`src/rtl/uart_host_peer_if.sv`:
```
// uart_host_peer_if
//   Groups the three parallel-side handshakes of uart_host_peer.
//   The master modport is the peer itself; the slave modport is the
//   surrounding environment (image ROM, stream source, capture sink).
// Signals
//   img_addr   image ROM word address (peer -> ROM)
//   img_data   ROM word, valid one cycle after img_addr (ROM -> peer)
//   in_valid   stream byte offered (source -> peer)
//   in_data    stream byte
//   in_ready   stream byte accepted when in_valid & in_ready (peer -> source)
//   cap_valid  capture FIFO not empty (peer -> sink)
//   cap_data   capture FIFO head byte
//   cap_ready  pops the head when cap_valid & cap_ready (sink -> peer)
interface uart_host_peer_if #(
    parameter int IMG_AW = 10
);
    logic [IMG_AW-1:0] img_addr;
    logic [31:0]       img_data;
    logic              in_valid;
    logic [7:0]        in_data;
    logic              in_ready;
    logic              cap_valid;
    logic [7:0]        cap_data;
    logic              cap_ready;

    modport master (
        output img_addr,
        input  img_data,
        input  in_valid,
        input  in_data,
        output in_ready,
        output cap_valid,
        output cap_data,
        input  cap_ready
    );

    modport slave (
        input  img_addr,
        output img_data,
        output in_valid,
        output in_data,
        input  in_ready,
        input  cap_valid,
        input  cap_data,
        output cap_ready
    );
endinterface

```
`src/rtl/uart_host_peer.sv`:
```
// uart_host_peer
//   Host-side peer of the CPU's UART loader/IO path. Waits for the CPU's
//   sync byte, streams a length-prefixed program image (big-endian), then
//   forwards a byte stream to the CPU. Every byte the CPU emits after sync
//   is captured into a FIFO.
//   Optional feature macro: HOST_PEER_CKSUM_EN appends a 32-bit big-endian
//   trailer holding the sum of all image words (header excluded).
// Ports
//   clk        clock
//   rstn       synchronous, active-low reset
//   rxd        serial in (CPU txd)
//   txd        serial out (CPU rxd)
//   go         start pulse, honoured only in IDLE
//   img_len    image length in words, sampled when go is accepted
//   bus        master modport: image ROM, input stream, capture FIFO
//   cap_ovf    sticky: a captured byte was dropped
//   img_done   level: image (and trailer) fully shifted out
//   state      0 IDLE, 1 WAIT_SYNC, 2 SEND_IMG, 3 STREAM
// Also contains the uart_tx / uart_rx cores (8N1, LSB first).

// uart_tx: one 8N1 frame per start pulse; busy rises the cycle after start.
module uart_tx #(
    parameter int CLK_PER_HALF_BIT = 434
) (
    input  logic       clk,
    input  logic       rstn,
    input  logic       start,
    input  logic [7:0] data,
    output logic       txd,
    output logic       busy
);
    localparam int BIT_CYC = 2 * CLK_PER_HALF_BIT;
    localparam int CW      = $clog2(BIT_CYC + 1);

    logic [CW-1:0] cnt;
    logic [3:0]    bit_idx;
    logic [8:0]    shreg;

    // bit_idx 0 is the start bit, 1..8 data, 9 the stop bit; ones shift in
    // behind the data so the stop bit comes out of the register for free.
    always_ff @(posedge clk) begin
        if (!rstn) begin
            txd     <= 1'b1;
            busy    <= 1'b0;
            cnt     <= '0;
            bit_idx <= '0;
            shreg   <= '1;
        end else if (!busy) begin
            if (start) begin
                txd     <= 1'b0;
                busy    <= 1'b1;
                cnt     <= '0;
                bit_idx <= '0;
                shreg   <= {1'b1, data};
            end
        end else if (cnt == CW'(BIT_CYC - 1)) begin
            cnt <= '0;
            if (bit_idx == 4'd9) begin
                busy <= 1'b0;
            end else begin
                txd     <= shreg[0];
                shreg   <= {1'b1, shreg[8:1]};
                bit_idx <= bit_idx + 4'd1;
            end
        end else begin
            cnt <= cnt + CW'(1);
        end
    end
endmodule

// uart_rx: samples mid-bit after a 2-flop synchroniser; ready pulses at the
// middle of the stop bit with ferr set when the stop bit reads 0.
module uart_rx #(
    parameter int CLK_PER_HALF_BIT = 434
) (
    input  logic       clk,
    input  logic       rstn,
    input  logic       rxd,
    output logic       ready,
    output logic [7:0] data,
    output logic       ferr
);
    localparam int BIT_CYC = 2 * CLK_PER_HALF_BIT;
    localparam int CW      = $clog2(BIT_CYC + 1);

    logic          r1, r2, active;
    logic [CW-1:0] cnt;
    logic [3:0]    bit_idx;
    logic [7:0]    shreg;

    // A start bit that is high again at its midpoint is treated as a glitch.
    always_ff @(posedge clk) begin
        if (!rstn) begin
            r1      <= 1'b1;
            r2      <= 1'b1;
            active  <= 1'b0;
            cnt     <= '0;
            bit_idx <= '0;
            shreg   <= '0;
            ready   <= 1'b0;
            data    <= '0;
            ferr    <= 1'b0;
        end else begin
            r1    <= rxd;
            r2    <= r1;
            ready <= 1'b0;
            if (!active) begin
                if (!r2) begin
                    active  <= 1'b1;
                    cnt     <= '0;
                    bit_idx <= '0;
                end
            end else if (bit_idx == 4'd0) begin
                if (cnt == CW'(CLK_PER_HALF_BIT - 1)) begin
                    cnt <= '0;
                    if (r2) active  <= 1'b0;
                    else    bit_idx <= 4'd1;
                end else begin
                    cnt <= cnt + CW'(1);
                end
            end else if (cnt == CW'(BIT_CYC - 1)) begin
                cnt <= '0;
                if (bit_idx == 4'd9) begin
                    active <= 1'b0;
                    ready  <= 1'b1;
                    data   <= shreg;
                    ferr   <= !r2;
                end else begin
                    shreg   <= {r2, shreg[7:1]};
                    bit_idx <= bit_idx + 4'd1;
                end
            end else begin
                cnt <= cnt + CW'(1);
            end
        end
    end
endmodule

module uart_host_peer #(
    parameter int         CLK_PER_HALF_BIT = 434,
    parameter int         IMG_AW           = 10,
    parameter int         CAP_AW           = 8,
    parameter logic [7:0] SYNC_BYTE        = 8'hAA
) (
    input  logic              clk,
    input  logic              rstn,
    input  logic              rxd,
    output logic              txd,
    input  logic              go,
    input  logic [IMG_AW:0]   img_len,
    uart_host_peer_if.master  bus,
    output logic              cap_ovf,
    output logic              img_done,
    output logic [1:0]        state
);
    typedef enum logic [1:0] {
        IDLE      = 2'd0,
        WAIT_SYNC = 2'd1,
        SEND_IMG  = 2'd2,
        STREAM    = 2'd3
    } state_t;

    state_t cur_state, nxt_state;

    logic          tx_start, tx_busy, guard, can_start;
    logic [7:0]    tx_data;
    logic          rx_ready, rx_ferr, sync_hit, issue_img;
    logic [7:0]    rx_data;
    logic [IMG_AW:0]   len;
    logic [IMG_AW+1:0] word_idx, last_idx;
    logic [1:0]    byte_sel;
    logic [31:0]   cur_word, next_word;
    logic          sent_all;
`ifdef HOST_PEER_CKSUM_EN
    logic [31:0]   sum;
`endif

    uart_tx #(.CLK_PER_HALF_BIT(CLK_PER_HALF_BIT)) u_tx (
        .clk(clk), .rstn(rstn), .start(tx_start), .data(tx_data),
        .txd(txd), .busy(tx_busy)
    );

    uart_rx #(.CLK_PER_HALF_BIT(CLK_PER_HALF_BIT)) u_rx (
        .clk(clk), .rstn(rstn), .rxd(rxd),
        .ready(rx_ready), .data(rx_data), .ferr(rx_ferr)
    );

    // A new byte may only start once the previous start pulse and its guard
    // cycle are over, because busy lags the start pulse.
    assign can_start = !tx_start && !guard && !tx_busy;
    assign sync_hit  = rx_ready && !rx_ferr && (rx_data == SYNC_BYTE);
    assign state     = cur_state;

    // Word 0 is the header, words 1..len the image, word len+1 the trailer.
`ifdef HOST_PEER_CKSUM_EN
    assign last_idx = {1'b0, len} + (IMG_AW+2)'(1);
`else
    assign last_idx = {1'b0, len};
`endif

    always_ff @(posedge clk) begin
        if (!rstn) cur_state <= IDLE;
        else       cur_state <= nxt_state;
    end

    always_comb begin
        nxt_state    = cur_state;
        bus.in_ready = 1'b0;
        issue_img    = 1'b0;
        case (cur_state)
            IDLE:      if (go) nxt_state = WAIT_SYNC;
            WAIT_SYNC: if (sync_hit) nxt_state = SEND_IMG;
            SEND_IMG: begin
                if (can_start) begin
                    if (sent_all) nxt_state = STREAM;
                    else          issue_img = 1'b1;
                end
            end
            STREAM:    bus.in_ready = can_start;
            default:   nxt_state = IDLE;
        endcase
    end

    // Image byte sequencer. The ROM address always points at the next image
    // word, so next_word (ROM output registered every cycle) has settled
    // several byte times before it is loaded into the shift word.
    always_ff @(posedge clk) begin
        if (!rstn) begin
            tx_start     <= 1'b0;
            guard        <= 1'b0;
            tx_data      <= '0;
            len          <= '0;
            word_idx     <= '0;
            byte_sel     <= '0;
            cur_word     <= '0;
            next_word    <= '0;
            sent_all     <= 1'b0;
            bus.img_addr <= '0;
            img_done     <= 1'b0;
`ifdef HOST_PEER_CKSUM_EN
            sum          <= '0;
`endif
        end else begin
            guard     <= tx_start;
            tx_start  <= 1'b0;
            next_word <= bus.img_data;
            if (cur_state == IDLE && go) begin
                len          <= img_len;
                cur_word     <= 32'(img_len);
                word_idx     <= '0;
                byte_sel     <= '0;
                sent_all     <= 1'b0;
                bus.img_addr <= '0;
`ifdef HOST_PEER_CKSUM_EN
                sum          <= '0;
`endif
            end
            if (issue_img) begin
                tx_start <= 1'b1;
                tx_data  <= cur_word[31:24];
                byte_sel <= byte_sel + 2'd1;
                if (byte_sel != 2'd3) begin
                    cur_word <= {cur_word[23:0], 8'h00};
                end else if (word_idx == last_idx) begin
                    sent_all <= 1'b1;
                end else begin
                    word_idx <= word_idx + (IMG_AW+2)'(1);
                    if (word_idx < {1'b0, len}) begin
                        cur_word     <= next_word;
                        bus.img_addr <= bus.img_addr + IMG_AW'(1);
`ifdef HOST_PEER_CKSUM_EN
                        sum          <= sum + next_word;
`endif
                    end
`ifdef HOST_PEER_CKSUM_EN
                    else begin
                        cur_word <= sum;
                    end
`endif
                end
            end
            if (cur_state == SEND_IMG && nxt_state == STREAM) img_done <= 1'b1;
            if (bus.in_valid && bus.in_ready) begin
                tx_start <= 1'b1;
                tx_data  <= bus.in_data;
            end
        end
    end

    // Capture FIFO: extra pointer MSB distinguishes full from empty; the
    // output is registered storage only, so a push into an empty FIFO shows
    // up one cycle later.
    logic [7:0]    mem [2**CAP_AW];
    logic [CAP_AW:0] wptr, rptr;
    logic          full, empty, push_req, push_ok, pop;

    assign empty    = (wptr == rptr);
    assign full     = (wptr[CAP_AW] != rptr[CAP_AW]) &&
                      (wptr[CAP_AW-1:0] == rptr[CAP_AW-1:0]);
    assign push_req = (cur_state == SEND_IMG || cur_state == STREAM) &&
                      rx_ready && !rx_ferr;
    assign pop      = !empty && bus.cap_ready;
    assign push_ok  = push_req && (!full || pop);

    assign bus.cap_valid = !empty;
    assign bus.cap_data  = mem[rptr[CAP_AW-1:0]];

    always_ff @(posedge clk) begin
        if (push_ok) mem[wptr[CAP_AW-1:0]] <= rx_data;
    end

    always_ff @(posedge clk) begin
        if (!rstn) begin
            wptr    <= '0;
            rptr    <= '0;
            cap_ovf <= 1'b0;
        end else begin
            if (push_ok) wptr <= wptr + (CAP_AW+1)'(1);
            if (pop)     rptr <= rptr + (CAP_AW+1)'(1);
            if (push_req && full && !pop) cap_ovf <= 1'b1;
        end
    end
endmodule

```
`src/flat_wrapper.sv`:
```
// flat-port wrapper written by rule: the top's interface ports become plain ports
module uart_host_peer_flat 
#(
    parameter int         CLK_PER_HALF_BIT = 434,
    parameter int         IMG_AW           = 10,
    parameter int         CAP_AW           = 8,
    parameter logic [7:0] SYNC_BYTE        = 8'hAA
)
  (clk, rstn, rxd, txd, go, img_len, cap_ovf, img_done, state, bus_img_addr, bus_img_data, bus_in_valid, bus_in_data, bus_in_ready, bus_cap_valid, bus_cap_data, bus_cap_ready);
  uart_host_peer_if #(.IMG_AW(IMG_AW)) bus_i ();
  input  logic clk;
  input  logic rstn;
  input  logic rxd;
  output logic txd;
  input  logic go;
  input  logic [IMG_AW:0] img_len;
  output logic cap_ovf;
  output logic img_done;
  output logic [1:0] state;
  output wire logic [$bits(bus_i.img_addr)-1:0] bus_img_addr;
  input wire logic [$bits(bus_i.img_data)-1:0] bus_img_data;
  input wire logic [$bits(bus_i.in_valid)-1:0] bus_in_valid;
  input wire logic [$bits(bus_i.in_data)-1:0] bus_in_data;
  output wire logic [$bits(bus_i.in_ready)-1:0] bus_in_ready;
  output wire logic [$bits(bus_i.cap_valid)-1:0] bus_cap_valid;
  output wire logic [$bits(bus_i.cap_data)-1:0] bus_cap_data;
  input wire logic [$bits(bus_i.cap_ready)-1:0] bus_cap_ready;
  assign bus_img_addr = bus_i.img_addr;
  assign bus_i.img_data = bus_img_data;
  assign bus_i.in_valid = bus_in_valid;
  assign bus_i.in_data = bus_in_data;
  assign bus_in_ready = bus_i.in_ready;
  assign bus_cap_valid = bus_i.cap_valid;
  assign bus_cap_data = bus_i.cap_data;
  assign bus_i.cap_ready = bus_cap_ready;
  uart_host_peer #(.CLK_PER_HALF_BIT(CLK_PER_HALF_BIT), .IMG_AW(IMG_AW), .CAP_AW(CAP_AW), .SYNC_BYTE(SYNC_BYTE)) u_core (.clk(clk), .rstn(rstn), .rxd(rxd), .txd(txd), .go(go), .img_len(img_len), .bus(bus_i), .cap_ovf(cap_ovf), .img_done(img_done), .state(state));
endmodule
```
`config.mk`:
```
export PLATFORM = sky130hd
export DESIGN_NAME = uart_host_peer_flat
export DESIGN_NICKNAME = d
export VERILOG_FILES = /design/src/rtl/uart_host_peer_if.sv /design/src/rtl/uart_host_peer.sv /design/src/flat_wrapper.sv
export SDC_FILE = /design/constraint.sdc
export NUM_CORES = 2
export LEC_CHECK = 0
export ABC_AREA = 1
export BUFFER_PORTS_ARGS = -buffer_cell sky130_fd_sc_hd__buf_2
export CORE_ASPECT_RATIO = 1.25
export CORE_UTILIZATION = 57
export DETAILED_ROUTE_END_ITERATION = 10
export HOLD_SLACK_MARGIN = 0.1
export PLACE_DENSITY = 0.76
export SKIP_CTS_REPAIR_TIMING = 1
export SLEW_MARGIN = 5
export SYNTH_ARGS = -nofsm -noshare
export SYNTH_HDL_FRONTEND = slang
export SYNTH_SLANG_ARGS = --single-unit
export TNS_END_PERCENT = 5
```
`constraint.sdc`:
```
create_clock -name clk -period 4.4 [get_ports clk]
set_input_delay 0 -clock clk [delete_from_list [all_inputs] [get_ports clk]]
set_output_delay 0 -clock clk [all_outputs]
set_load 0.01 [all_outputs]
```
# [Yosys cells after proc, flatten, opt, wreduce, memory -nomap -nowiden]
# Memory sizes are Yosys's and may differ from the RTL's. A register that Yosys moved wholly into a read port is not among the register bits.
# Cells that the tools add are included.
[op_classes] mux=75 n_eq_ne=22 bitwise=5 order_cmp=1 reduce_logical=34 addsub=9
[ops] op="2-to-1 mux 32 bit" count=5
[ops] op="2-to-1 mux 10 bit" count=13
[ops] op="2-to-1 mux 12 bit" count=4
[ops] op="2-to-1 mux 4 bit" count=11
[ops] op="2-to-1 mux 9 bit" count=4
[ops] op="2-to-1 mux 8 bit" count=4
[ops] op="adder 10 x 1 -> 10 bit (second input constant)" count=3
[ops] op="2-to-1 mux 1 bit" count=27
[ops] op="equality test 10 bit (second input constant)" count=2
[ops] op="adder 9 x 1 -> 9 bit (second input constant)" count=2
[ops] op="logical AND 1 bit" count=14
[ops] op="adder 12 x 1 -> 12 bit (second input constant)" count=1
[ops] op="equality test 12 x 11 -> 1 bit" count=1
[ops] op="< comparator 12 x 11 -> 1 bit" count=1
[ops] op="2-to-1 mux 2 bit" count=6
[ops] op="equality test 10 x 9 -> 1 bit (second input constant)" count=1
[ops] op="equality test 9 bit" count=1
[ops] op="adder 4 x 1 -> 4 bit (second input constant)" count=2
[ops] op="equality test 4 bit (second input constant)" count=2
[ops] op="equality test 8 bit" count=1
[ops] op="equality test 8 bit (second input constant)" count=1
[ops] op="logical NOT 1 bit" count=8
[ops] op="AND reduction 4 bit" count=2
[ops] op="equality test 2 bit (second input constant)" count=3
[ops] op="other kinds (17)" count=27
[totals] mem_bits_rw=2048 ff_bits=192 output_inout_bits=25 n_memories=1 wordCells=176
[mem_list] memory="u_core.mem" words=256 width=8 read_ports=1 rd_clocked_by_memory_dff=1 write_ports=1 line_no="uart_host_peer.sv:293" source="logic [7:0] mem [2**CAP_AW];"

# [Longest topological paths before layout]
[depth] word_depth=7 depth_mapped=16 mapped_depth_nobuf=15

# [Cells and area by module]
# Synthesis repeated with hierarchy kept, for this count alone.
[unflattened] hier_cells=8268 area_unflattened_um2=92326.0
[by_module_without_submodules] module="uart_host_peer" seq_area_each_um2=64301.7 area_per_inst_um2=89350.7 n_inst=1 cells_each=7860
[by_module_without_submodules] module="uart_rx" seq_area_each_um2=700.7 area_per_inst_um2=1741.7 n_inst=1 cells_each=222
[by_module_without_submodules] module="uart_tx" seq_area_each_um2=480.5 area_per_inst_um2=1233.7 n_inst=1 cells_each=186

# [Worst setup path before layout]
# No wires, ideal clock.
[synth_path] path_kind="register to register" start="register u_core.u_rx.data[2]" end="memory u_core.mem[0][2], data pin" setup_time_ps=859 arrival_time_ps=3414 setup_slack_ps=127 required_time_ps=3541 path_stages_with_launch=1 synth_period_minus_slack_ps=4273 path_buffers=0 cell_sequence="dfxtp_1"
[synth_rtl] item="from (decl)" line_no="uart_host_peer.sv:80" source="output logic [7:0] data,"
[synth_rtl] item="from (signal assigned)" line_no="uart_host_peer.sv:126" source="data <= shreg;"
[synth_rtl] item="to (decl)" line_no="uart_host_peer.sv:293"
# No word-level cell before the write port.

==> metrics.yaml <==
status: "finished with violations"
failed_checks: "DRC"
worst_slack_ns: 0.161
synth-adder-area-share: 0.00368
antenna_found_initial: 8
avgViaCountPerCell: 6.20
grt_overflow_total: 0
synth_common_cells: "nand2_1 (2369), nand3_1 (2111), edfxtp_1 (2048)"
max_freq_mhz: 236
instances_no_fill: 10400
crit_buf_inv: 3
path_common_cell: "nand3_1"
pwr-share-seq: 0.529
min_period_over_period: 0.963
hold_viol: 0
htree_levels: 4
synth_xor_area_frac: 0.00191
tightest_slew_ns: 1.12
synth_cell_types: 51
gr-usage-all-layers: 0.291
cp_num_cells: 13
worstReg2RegStart: "u_core.wptr[1]"
io_pins: 82
crit_path_max_incr_delay_ns: 0.72
synth_top_family_by_area: "simple AND/OR/NAND/NOR gates"
p_sw_mw: 9.72
yosys-mux-area-fraction: 0
port-buffer-count: 81
p_leak_nw: 36.1
wl_um: 248000
skew_ns: 0.0524
final_core_util: 0.640
yosys.area.top_type: "edfxtp_1"
cp_slowest_cell: "buf_4"
synth_top_area_frac: 0.670
grt_pass1_vias: 61100
num_rows: 164
arrival_ns: 4.24
setup_tns_ns: 0
core_area_um2: 160000
p_sw_frac: 0.224
die_area_um2: 163000
final_nets: 8279
max_cap_violations: 0
combPwrFrac: 0.061
irDropWorstVdd_mv: 0.360
cp.required_ns: 4.40
clkLatencyLatePin_ns: 0.86
start_util: 0.574
synth-seq-cells: 2247
synth_fp_nets: 8261
cts_root_buf: "clkbuf_16"
crit_chain: "buf_12, buf_4, nand2_1, nand3_1, nand3_1, nand3_1, nand3_1, nand3_1, nand3_1, nand2_1, nand2_1, nand2_1, buf_2"
cts_tree: "done"
ant_nets: 0
syn_area_um2: 91800
slew_violations: 0
place_area_um2: 93900
design_area_um2: 102000
rsz0062_at_grt: "no"
clkTransAtPathRegs_ns: 0.07
drt_iter0_drc: 8645
synth-simple-area-share: 0.234
power_frac_clock: 0.410
synth_most_common_cell: "nand2_1"
reg2reg_depth: 10
yosysSeqAreaShare: 0.714
critPathCaptureType: "primary output"
synth_enable_flop_cells: 2048
numClockSinks: 2247
synth_area_leaders: "edfxtp_1 (67%), nand3_1 (12%), nand2_1 (9.7%)"
rrSetupSlack_ns: 0.56
grt_pass1_wl_um: 361000
cp-start-kind: "flop"
die_h_um: 451
powerDensity_nw_per_um2: 425
fin_crit_ns: 4.24
synth-compound-area-share: 0.0142
relSlewSlack: 0.250
reg2reg_to: "u_core.mem[218][5]"
holdCritPathClass: "in2reg"
avgSynthCellArea_um2: 11.2
synthToLayoutAreaGrowth_pct: 11.4
crit_type: "reg2out"
vias: 64800
cp_top_family: "simple AND/OR/NAND/NOR gates"
cts_made_buffers: 200
cts_max_path_buffers: 3
async_reset_ff_frac: 0
ys.flop_type: "edfxtp_1"
drt-pass1-iter-count: 9
place_congestion: 0.926
crit_end: "bus_cap_data[4]"
syn_inst: 8177
drc: 2
dp_hpwl_um: 134000
grt_max_degree: 175
synth_warnings: 0
worstPathMaxFanout: 100
internal-power_mw: 33.7
drt-wirelength-per-cell_um: 23.7
drive_above_1_share: 0.0644
place_ws_ns: 0.700
fp.dieW_um: 361
place_inst: 9900
setup_viol: 0
[worst min-delay path by stage]
| stage | startpoint | end | cells after the start |
|---|---|---|---|
| 6_report | bus_cap_ready | u_core.rptr[8] | 4 |
| 4_1_cts | bus_img_data[4] | u_core.next_word[4] | 3 |
| 5_1_grt | bus_cap_ready | u_core.rptr[8] | 4 |
| 3_5_place_dp | bus_img_data[4] | u_core.next_word[4] | 3 |
| 3_3_place_gp | bus_img_data[0] | u_core.next_word[0] | 3 |
| 2_1_floorplan | bus_img_data[0] | u_core.next_word[0] | 2 |
[worst min-delay path, cell delays in order]
cell and delay, ns:
dlygate4sd3_1 0.62, buf_2 0.22, nand3_1 0.10, a21oi_1 0.06
[layer usage]
| layer | vias to the layer above | global-route usage | share of wire |
|---|---|---|---|
| met4 | 4 | 0.151 | 0.056 |
| li1 | 28800 | - | - |
| met5 | - | 0 | 0.00011 |
| met3 | 847 | 0.0504 | 0.10 |
| met2 | 4250 | 0.483 | 0.49 |
| met1 | 30900 | 0.369 | 0.35 |
[flip-flops by register name, summed over array words and instances, names as in the netlist, 9 cells and up, named ones only]
name,flops
u_core.bus.img_addr,10
u_core.cur_word,32
u_core.len,11
u_core.mem,2048
u_core.next_word,32
u_core.rptr,9
u_core.u_rx.cnt,10
u_core.u_tx.cnt,10
u_core.word_idx,12
u_core.wptr,9
[metrics by stage]
stage               power, mW  hold WS (ns)
global route             44.5         0.194
detailed placement       25.9         0.184
global placement         25.8         0.183
CTS                      43.3        -0.716
finish                   43.5         0.199
floorplan                25.1        0.0976
[cell families after synthesis]
kind of cell / count (synthesis)
xor+xnor: 20
compound gates: 227
flops: 2247
fa+ha+maj: 27
simple gates: 4940
buf+inv: 716
[final cells by class]
| cell class | count | area, um^2 |
|---|---|---|
| antenna | 7 | 17.5 |
| clock buffer | 239 | 5250 |
| clock inverter | 133 | 1390 |
| fill | 11400 | 57600 |
| inverter | 184 | 721 |
| multi-input combinational | 5214 | 23300 |
| sequential | 2247 | 65500 |
| tap | 2075 | 2600 |
| timing repair buffer | 348 | 3420 |
[power by group through the flow]
stage	Sequential (mW)	Clock [mW]	Combinational, mW
after global routing	23.0	18.6	2.88
after floorplan	23.4	0	1.72
after CTS	23.0	17.8	2.47
after global placement	23.4	0	2.40
after detailed placement	23.4	0	2.45
final	23.0	17.8	2.65
[cells in the final DEF, fill, tap and decap left out, drive strengths merged]
cell type and count:
xnor2 7, xor2 13, buf 180, o2111ai 7, ha 27, clkinv 91, o22ai 1, a211oi 22
a311oi 1, nor2 392, diode 7, nor4 5, clkinvlp 6, nand2 2383, a2bb2oi 1, or2 7
nor3b 2, a22oi 1, o21bai 2, o211ai 1, dfxtp 199, dlygate4sd3 168, inv 195, o31ai 2
and3 1, o21a 1, clkbuf 239, nor3 21, o21ai 64, nand3b 1, a31oi 7, o21ba 1
nand3 2116, a32oi 1, a21oi 106, a221oi 9, edfxtp 2048, nand4 12, bufinv 25
Note: power is estimated with default switching activity, not from simulation.
